==> src/rtl/morse_letter_sequencer.sv <==
// Morse letter sequencer: steers classified symbols into the 4x2-bit loader,
// pads short letters with blanks and hands finished letters downstream.
module morse_letter_sequencer #(
    parameter int READY_TIMEOUT = 8,
    parameter int TW            = 4
) (
    input  logic       clk,
    input  logic       rst,
    input  logic       sym_valid,
    input  logic [1:0] sym_code,
    input  logic       letter_end,
    output logic       sym_ready,
    output logic       ld_enable,
    output logic       ld_load,
    output logic [1:0] ld_in,
    output logic       ld_rst_n,
    input  logic [7:0] ld_out,
    input  logic       ld_ready,
    output logic       letter_valid,
    output logic [7:0] letter_code,
    output logic [2:0] letter_len,
    input  logic       letter_accept,
    output logic       ovf_err,
    output logic       sym_err,
    output logic       to_err
);

    typedef enum logic [2:0] {
        S_IDLE,
        S_COLLECT,
        S_PAD,
        S_WAIT_RDY,
        S_HOLD,
        S_DROP
    } state_t;

    state_t        state_q, state_d;
    logic [2:0]    cnt_q, cnt_d;
    logic [2:0]    slot_q, slot_d;
    logic [TW-1:0] tcnt_q, tcnt_d;
    logic [7:0]    buf_q, buf_d;
    logic          rdy_seen_q, rdy_seen_d;

    logic          sym_ready_q, sym_ready_d;
    logic          ld_enable_q, ld_enable_d;
    logic          ld_load_q, ld_load_d;
    logic [1:0]    ld_in_q, ld_in_d;
    logic          ld_rst_n_q, ld_rst_n_d;
    logic          letter_valid_q, letter_valid_d;
    logic [7:0]    letter_code_q, letter_code_d;
    logic [2:0]    letter_len_q, letter_len_d;
    logic          ovf_err_q, ovf_err_d;
    logic          sym_err_q, sym_err_d;
    logic          to_err_q, to_err_d;

    logic          sym_take;
    logic          sym_legal;
    logic          sym_ok;
    logic          sym_bad;
    logic          end_take;
    logic [2:0]    cnt_inc;
    logic [7:0]    rdy_word;

    // Handshake is qualified by the registered ready, so the cycle
    // right after reset accepts nothing.
    assign sym_take  = sym_ready_q & sym_valid;
    assign sym_legal = (sym_code == 2'b01) | (sym_code == 2'b10);
    assign sym_ok    = sym_take & sym_legal;
    assign sym_bad   = sym_take & ~sym_legal;
    assign end_take  = sym_ready_q & letter_end;
    assign cnt_inc   = cnt_q + 3'd1;
    assign rdy_word  = ld_ready ? ld_out : buf_q;

    always_comb begin
        state_d        = state_q;
        cnt_d          = cnt_q;
        slot_d         = slot_q;
        tcnt_d         = tcnt_q;
        buf_d          = buf_q;
        rdy_seen_d     = rdy_seen_q;
        ld_load_d      = 1'b0;
        ld_in_d        = 2'b00;
        ld_rst_n_d     = 1'b1;
        letter_valid_d = letter_valid_q;
        letter_code_d  = letter_code_q;
        letter_len_d   = letter_len_q;
        ovf_err_d      = 1'b0;
        sym_err_d      = sym_bad;
        to_err_d       = 1'b0;

        unique case (state_q)
            S_IDLE: begin
                if (sym_ok) begin
                    cnt_d      = 3'd1;
                    ld_load_d  = 1'b1;
                    ld_in_d    = sym_code;
                    rdy_seen_d = 1'b0;
                    if (end_take) begin
                        state_d = S_PAD;
                        slot_d  = 3'd1;
                    end else begin
                        state_d = S_COLLECT;
                    end
                end
            end

            S_COLLECT: begin
                if (ld_ready) begin
                    buf_d      = ld_out;
                    rdy_seen_d = 1'b1;
                end
                if (sym_ok && cnt_q == 3'd4) begin
                    ovf_err_d = 1'b1;
                    state_d   = S_DROP;
                end else if (sym_ok) begin
                    cnt_d     = cnt_inc;
                    ld_load_d = 1'b1;
                    ld_in_d   = sym_code;
                    if (end_take && cnt_inc == 3'd4) begin
                        state_d = S_WAIT_RDY;
                        tcnt_d  = '0;
                    end else if (end_take) begin
                        state_d = S_PAD;
                        slot_d  = cnt_inc;
                    end
                end else if (end_take) begin
                    if (cnt_q == 3'd4 && (rdy_seen_q || ld_ready)) begin
                        state_d        = S_HOLD;
                        letter_valid_d = 1'b1;
                        letter_code_d  = rdy_word;
                        letter_len_d   = cnt_q;
                    end else if (cnt_q == 3'd4) begin
                        state_d = S_WAIT_RDY;
                        tcnt_d  = '0;
                    end else begin
                        state_d   = S_PAD;
                        slot_d    = cnt_inc;
                        ld_load_d = 1'b1;
                    end
                end
            end

            S_PAD: begin
                if (ld_ready) begin
                    buf_d      = ld_out;
                    rdy_seen_d = 1'b1;
                end
                // slot_q counts slots written, including this cycle's load.
                if (slot_q != 3'd4) begin
                    ld_load_d = 1'b1;
                    slot_d    = slot_q + 3'd1;
                end else begin
                    state_d = S_WAIT_RDY;
                    tcnt_d  = '0;
                end
            end

            S_WAIT_RDY: begin
                if (ld_ready || rdy_seen_q) begin
                    state_d        = S_HOLD;
                    letter_valid_d = 1'b1;
                    letter_code_d  = rdy_word;
                    letter_len_d   = cnt_q;
                end else if (tcnt_q == TW'(READY_TIMEOUT - 1)) begin
                    state_d    = S_IDLE;
                    cnt_d      = 3'd0;
                    rdy_seen_d = 1'b0;
                    to_err_d   = 1'b1;
                    ld_rst_n_d = 1'b0;
                end else begin
                    tcnt_d = tcnt_q + 1'b1;
                end
            end

            S_HOLD: begin
                if (letter_accept) begin
                    state_d        = S_IDLE;
                    cnt_d          = 3'd0;
                    rdy_seen_d     = 1'b0;
                    letter_valid_d = 1'b0;
                end
            end

            S_DROP: begin
                if (end_take) begin
                    state_d    = S_IDLE;
                    cnt_d      = 3'd0;
                    rdy_seen_d = 1'b0;
                end
            end

            default: begin
                state_d = S_IDLE;
                cnt_d   = 3'd0;
            end
        endcase

        sym_ready_d = (state_d == S_IDLE) |
                      (state_d == S_COLLECT) |
                      (state_d == S_DROP);
        ld_enable_d = (state_d == S_COLLECT) |
                      (state_d == S_PAD) |
                      (state_d == S_WAIT_RDY);
    end

    always_ff @(posedge clk or negedge rst) begin
        if (!rst) begin
            state_q        <= S_IDLE;
            cnt_q          <= 3'd0;
            slot_q         <= 3'd0;
            tcnt_q         <= '0;
            buf_q          <= 8'h00;
            rdy_seen_q     <= 1'b0;
            sym_ready_q    <= 1'b0;
            ld_enable_q    <= 1'b0;
            ld_load_q      <= 1'b0;
            ld_in_q        <= 2'b00;
            ld_rst_n_q     <= 1'b1;
            letter_valid_q <= 1'b0;
            letter_code_q  <= 8'h00;
            letter_len_q   <= 3'd0;
            ovf_err_q      <= 1'b0;
            sym_err_q      <= 1'b0;
            to_err_q       <= 1'b0;
        end else begin
            state_q        <= state_d;
            cnt_q          <= cnt_d;
            slot_q         <= slot_d;
            tcnt_q         <= tcnt_d;
            buf_q          <= buf_d;
            rdy_seen_q     <= rdy_seen_d;
            sym_ready_q    <= sym_ready_d;
            ld_enable_q    <= ld_enable_d;
            ld_load_q      <= ld_load_d;
            ld_in_q        <= ld_in_d;
            ld_rst_n_q     <= ld_rst_n_d;
            letter_valid_q <= letter_valid_d;
            letter_code_q  <= letter_code_d;
            letter_len_q   <= letter_len_d;
            ovf_err_q      <= ovf_err_d;
            sym_err_q      <= sym_err_d;
            to_err_q       <= to_err_d;
        end
    end

    assign sym_ready    = sym_ready_q;
    assign ld_enable    = ld_enable_q;
    assign ld_load      = ld_load_q;
    assign ld_in        = ld_in_q;
    assign ld_rst_n     = ld_rst_n_q;
    assign letter_valid = letter_valid_q;
    assign letter_code  = letter_code_q;
    assign letter_len   = letter_len_q;
    assign ovf_err      = ovf_err_q;
    assign sym_err      = sym_err_q;
    assign to_err       = to_err_q;

endmodule

==> config.mk <==
export PLATFORM = sky130hd
export DESIGN_NAME = morse_letter_sequencer
export DESIGN_NICKNAME = d
export VERILOG_FILES = /design/src/rtl/morse_letter_sequencer.sv
export SDC_FILE = /design/constraint.sdc
export NUM_CORES = 1
export LEC_CHECK = 0
export ABC_AREA = 1
export BUFFER_PORTS_ARGS = -buffer_cell sky130_fd_sc_hd__buf_2
export CORE_MARGIN = 2
export CORE_UTILIZATION = 55
export DETAILED_ROUTE_END_ITERATION = 10
export GPL_TIMING_DRIVEN = 0
export PLACE_DENSITY = 0.78
export SLEW_MARGIN = 30
export SYNTH_ARGS = -nofsm -noshare
export SYNTH_HDL_FRONTEND = slang
export SYNTH_SLANG_ARGS = --single-unit
==> constraint.sdc <==
create_clock -name clk -period 2 [get_ports clk]
set_clock_uncertainty 0.1 [all_clocks]
set_input_delay 0.2 -clock clk [delete_from_list [all_inputs] [get_ports clk]]
set_output_delay 0.2 -clock clk [all_outputs]
set_load 0.02 [all_outputs]
==> impl_metrics.py <==
metrics = {
    "synth": {
        "synth_nets": 328,
        "synth_edf_count": 0,
        "synth_ff_type": "dfrtp_1",
        "syn_inst": 306,
        "yosysSeqAreaShare_pct": 46.32,
        "ys_async_sr_fraction_pct": 100.0,
        "synth_cell_types": 33,
        "syn_area_sq_um": 2326,
        "yosysWarnings": 0,
        "ys_ff_latch": 43,
        "synth_area_per_cell_sq_um": 7.601,
    },
    "critical_path": {
        "path_max_fanout": 3,
        "endpoint": "tcnt_q[0]",
        "required_ns": 2.09,
        "critPathMaxStageDelay_ns": 0.40,
        "worstSetupPathType": "flip-flop to flip-flop",
        "reg2regPathDepth": 9,
        "critPathLaunchType": "flip-flop",
        "cp-startpoint": "cnt_q[0]",
        "crit_chain": "ha_1, ha_1, nand2_1, nand3_1, o21ai_0, nor2_2, buf_4, nand3_1, nand2_1",
        "crit_arrival_ns": 1.91,
        "r2r-end": "tcnt_q[0]",
        "ff2ff_setup_slack_ns": 0.18,
        "crit_path_end_kind": "flip-flop",
        "crit-reg2reg-launch": "cnt_q[0]",
        "cpMaxStageDelayCell": "dfrtp_1",
    },
    "drt": {
        "drt-total-wl_mm": 5.151,
        "vias": 2054,
        "wl_met2_mm": 2.390,
        "routedLengthMet1_mm": 2.328,
        "drt-initial-drc-count": 151,
        "drtAntennaViolNets": 0,
        "firstDrtPassIters": 4,
        "highest_layer": "met4",
        "via_per_inst": 5.109,
        "drc": 0,
        "wire_per_inst_um": 12.81,
        "wl_met3_um": 368,
    },
    "placement": {
        "place.gp.congestion": 0.9182,
        "io_buffers": 35,
        "placed_cells": 391,
        "dpl.hpwl_mm": 3.794,
    },
    "final_layout": {
        "drive_gt1_share_pct": 21.31,
        "final-instance-count-excl-fill": 402,
        "final_cell_mix": "102 x nand2_1, 42 x dfrtp_1, 37 x buf_2",
        "multi_input_area_sq_um": 1091,
        "layout_commonest_cell": "nand2_1",
        "antenna_cells": 0,
        "area_growth_pct": 17.97,
        "fin_nets": 373,
        "post-route-util_pct": 68.11,
        "seq_area_sq_um": 1077,
        "n_fill_cell": 343,
    },
    "power_and_ir_drop": {
        "pwr_density_cell_nw_per_um2": 1406,
        "max-vdd-ir-drop_mv": 0.7664,
        "leakage_nw": 1.507,
        "power_mw": 3.858,
    },
    "cts": {
        "cts_tree": "yes",
        "cts.htree.levels": 2,
        "cts_num_sinks": 43,
        "clk_path_buf_depth": 2,
        "cts-root-buf": "clkbuf_8",
        "cts_buffers": 5,
        "cts.clk_slew.worst_paths_ns": 0.08,
        "clock_latency_ns": 0.30,
    },
    "timing": {
        "slew_violations": 0,
        "fin_crit_sh_pct": 91.01,
        "max_freq_mhz": 549.4,
        "grt_setup_unrepaired": "yes",
        "setup-tns-final_ns": 0,
        "hold_viol": 0,
        "relSlewSlack_pct": 64.39,
        "tightest_slew_ns": 0.5342,
        "finalSetupViolCount": 0,
        "period_minus_slack_ns": 1.820,
    },
    "floorplan": {
        "core_area_sq_um": 4029,
        "std_cell_rows": 23,
        "die_h_um": 69.03,
        "dieArea_sq_um": 4765,
        "fp.dieW_um": 69.03,
        "start_util_pct": 57.73,
        "ios": 37,
    },
    "worst_hold_path": {
        "hp-class": "primary input to flip-flop",
    },
    "global_routing": {
        "grt.total_usage_pct": 22.81,
        "antenna_found_initial": 0,
        "gr-total-overflow": 0,
        "grt_max_degree": 44,
        "grt_pass1_wl_mm": 8.797,
        "first_global_vias": 1899,
    },
    "run_status": {
        "status": "complete, no violations",
    },
    "job": {
        "max-cap-violations": 0,
    },
}
[registers in the layout (all words and copies together), names as in the netlist]
signal and flops:
buf_q 8, ld_enable 1, ld_load 1, tcnt_q 4
letter_code 8, sym_err 1, ovf_err 1, ld_in 2
ld_rst_n 1, slot_q 3, sym_ready 1, to_err 1
state_q 3, letter_valid 1, letter_len 3, rdy_seen_q 1
cnt_q 3
[area by class of cell]
type | count | area share (%)
timing repair buffer | 38 | 7.478
inverter | 38 | 5.290
tap | 50 | 2.280
clock buffer | 6 | 2.645
multi-input combinational | 220 | 39.76
buffer | 5 | 1.094
clock inverter | 2 | 2.189
sequential | 43 | 39.26
[worst min path at each step]
| stage | startpoint | to | slack, ns | cells past startpoint |
|---|---|---|---|---|
| global route | sym_code[1] | ld_in[1] | 0.04 | 3 |
| floorplan | rst | buf_q[0] | -0.20 | 0 |
| global placement | rst | buf_q[6] | 0.28 | 1 |
| detailed placement | rst | buf_q[6] | 0.29 | 1 |
| CTS | sym_valid | sym_err | 0.04 | 3 |
| finish | sym_valid | sym_err | 0.05 | 3 |
[per-layer routing]
metal	vias to the layer above	track usage, %
li1	1054	-
met1	936	31.27
met2	59	36.32
met3	5	4.240
met4	0	8.061
met5	-	0
[power by group]
part / total [mW] / switching (mW) / internal [mW]
Sequential: 1.35 / 0.177 / 1.18
Clock: 0.794 / 0.295 / 0.499
Combinational: 1.71 / 1.15 / 0.562
Total: 3.86 / 1.62 / 2.24
[worst max-delay path, delay by kind of cell (launching register included)]
| kind | cells | cell delay [ns] |
|---|---|---|
| fa+ha+maj | 2 | 0.39 |
| simple gates | 5 | 0.38 |
| buf+inv | 1 | 0.15 |
| flops | 1 | 0.40 |
| compound gates | 1 | 0.28 |
[Yosys cell counts (2+ instances only)]
cell      count  area share (%)
nand2_1     102              16
dfrtp_1      42              45
inv_1        32             5.2
nor2_1       31             5.0
nand3_1      24             5.2
o21ai_0      21             4.5
nand2_2       7             1.9
ha_1          6             3.2
inv_2         5            0.81
buf_2         3            0.65
nand4_1       3            0.81
nor2_2        3            0.81
o21ai_1       3            0.65
a21oi_1       2            0.43
nand3b_1      2            0.65
nor2_4        2            0.97
nor3_1        2            0.43
[cell families (layout without fill, tap and decap cells)]
kind of cell | after synthesis | after routing | synth area share, %
and+or+nand+nor | 180 | 180 | 33.94
DFF | 43 | 43 | 46.32
buffers and inverters | 43 | 89 | 7.531
AOI/OAI and AO/OA | 32 | 32 | 8.231
adders and majority gates | 6 | 6 | 3.227
xor gates and xnor gates | 2 | 2 | 0.7532
[through the flow]
step / instance area [sq um] / hold WS (ns) / worst slack (ns)
after floorplan: 2326 / -0.1956 / 0.3934
after global placement: 2564 / 0.2829 / 0.09070
after detailed placement: 2564 / 0.2928 / 0.1234
after CTS: 2716 / 0.03997 / 0.1062
after global routing: 2744 / 0.03826 / 0.007525
final: 2744 / 0.05205 / 0.1798
[timing repair]
action                                  CTS  global route
endpoints found under the setup margin    0            20
gates resized for setup                   0             5
buffers inserted                          0             1
endpoints found under the hold margin    43             0
hold buffers                              2             0
(Power assumes the default switching activity.)
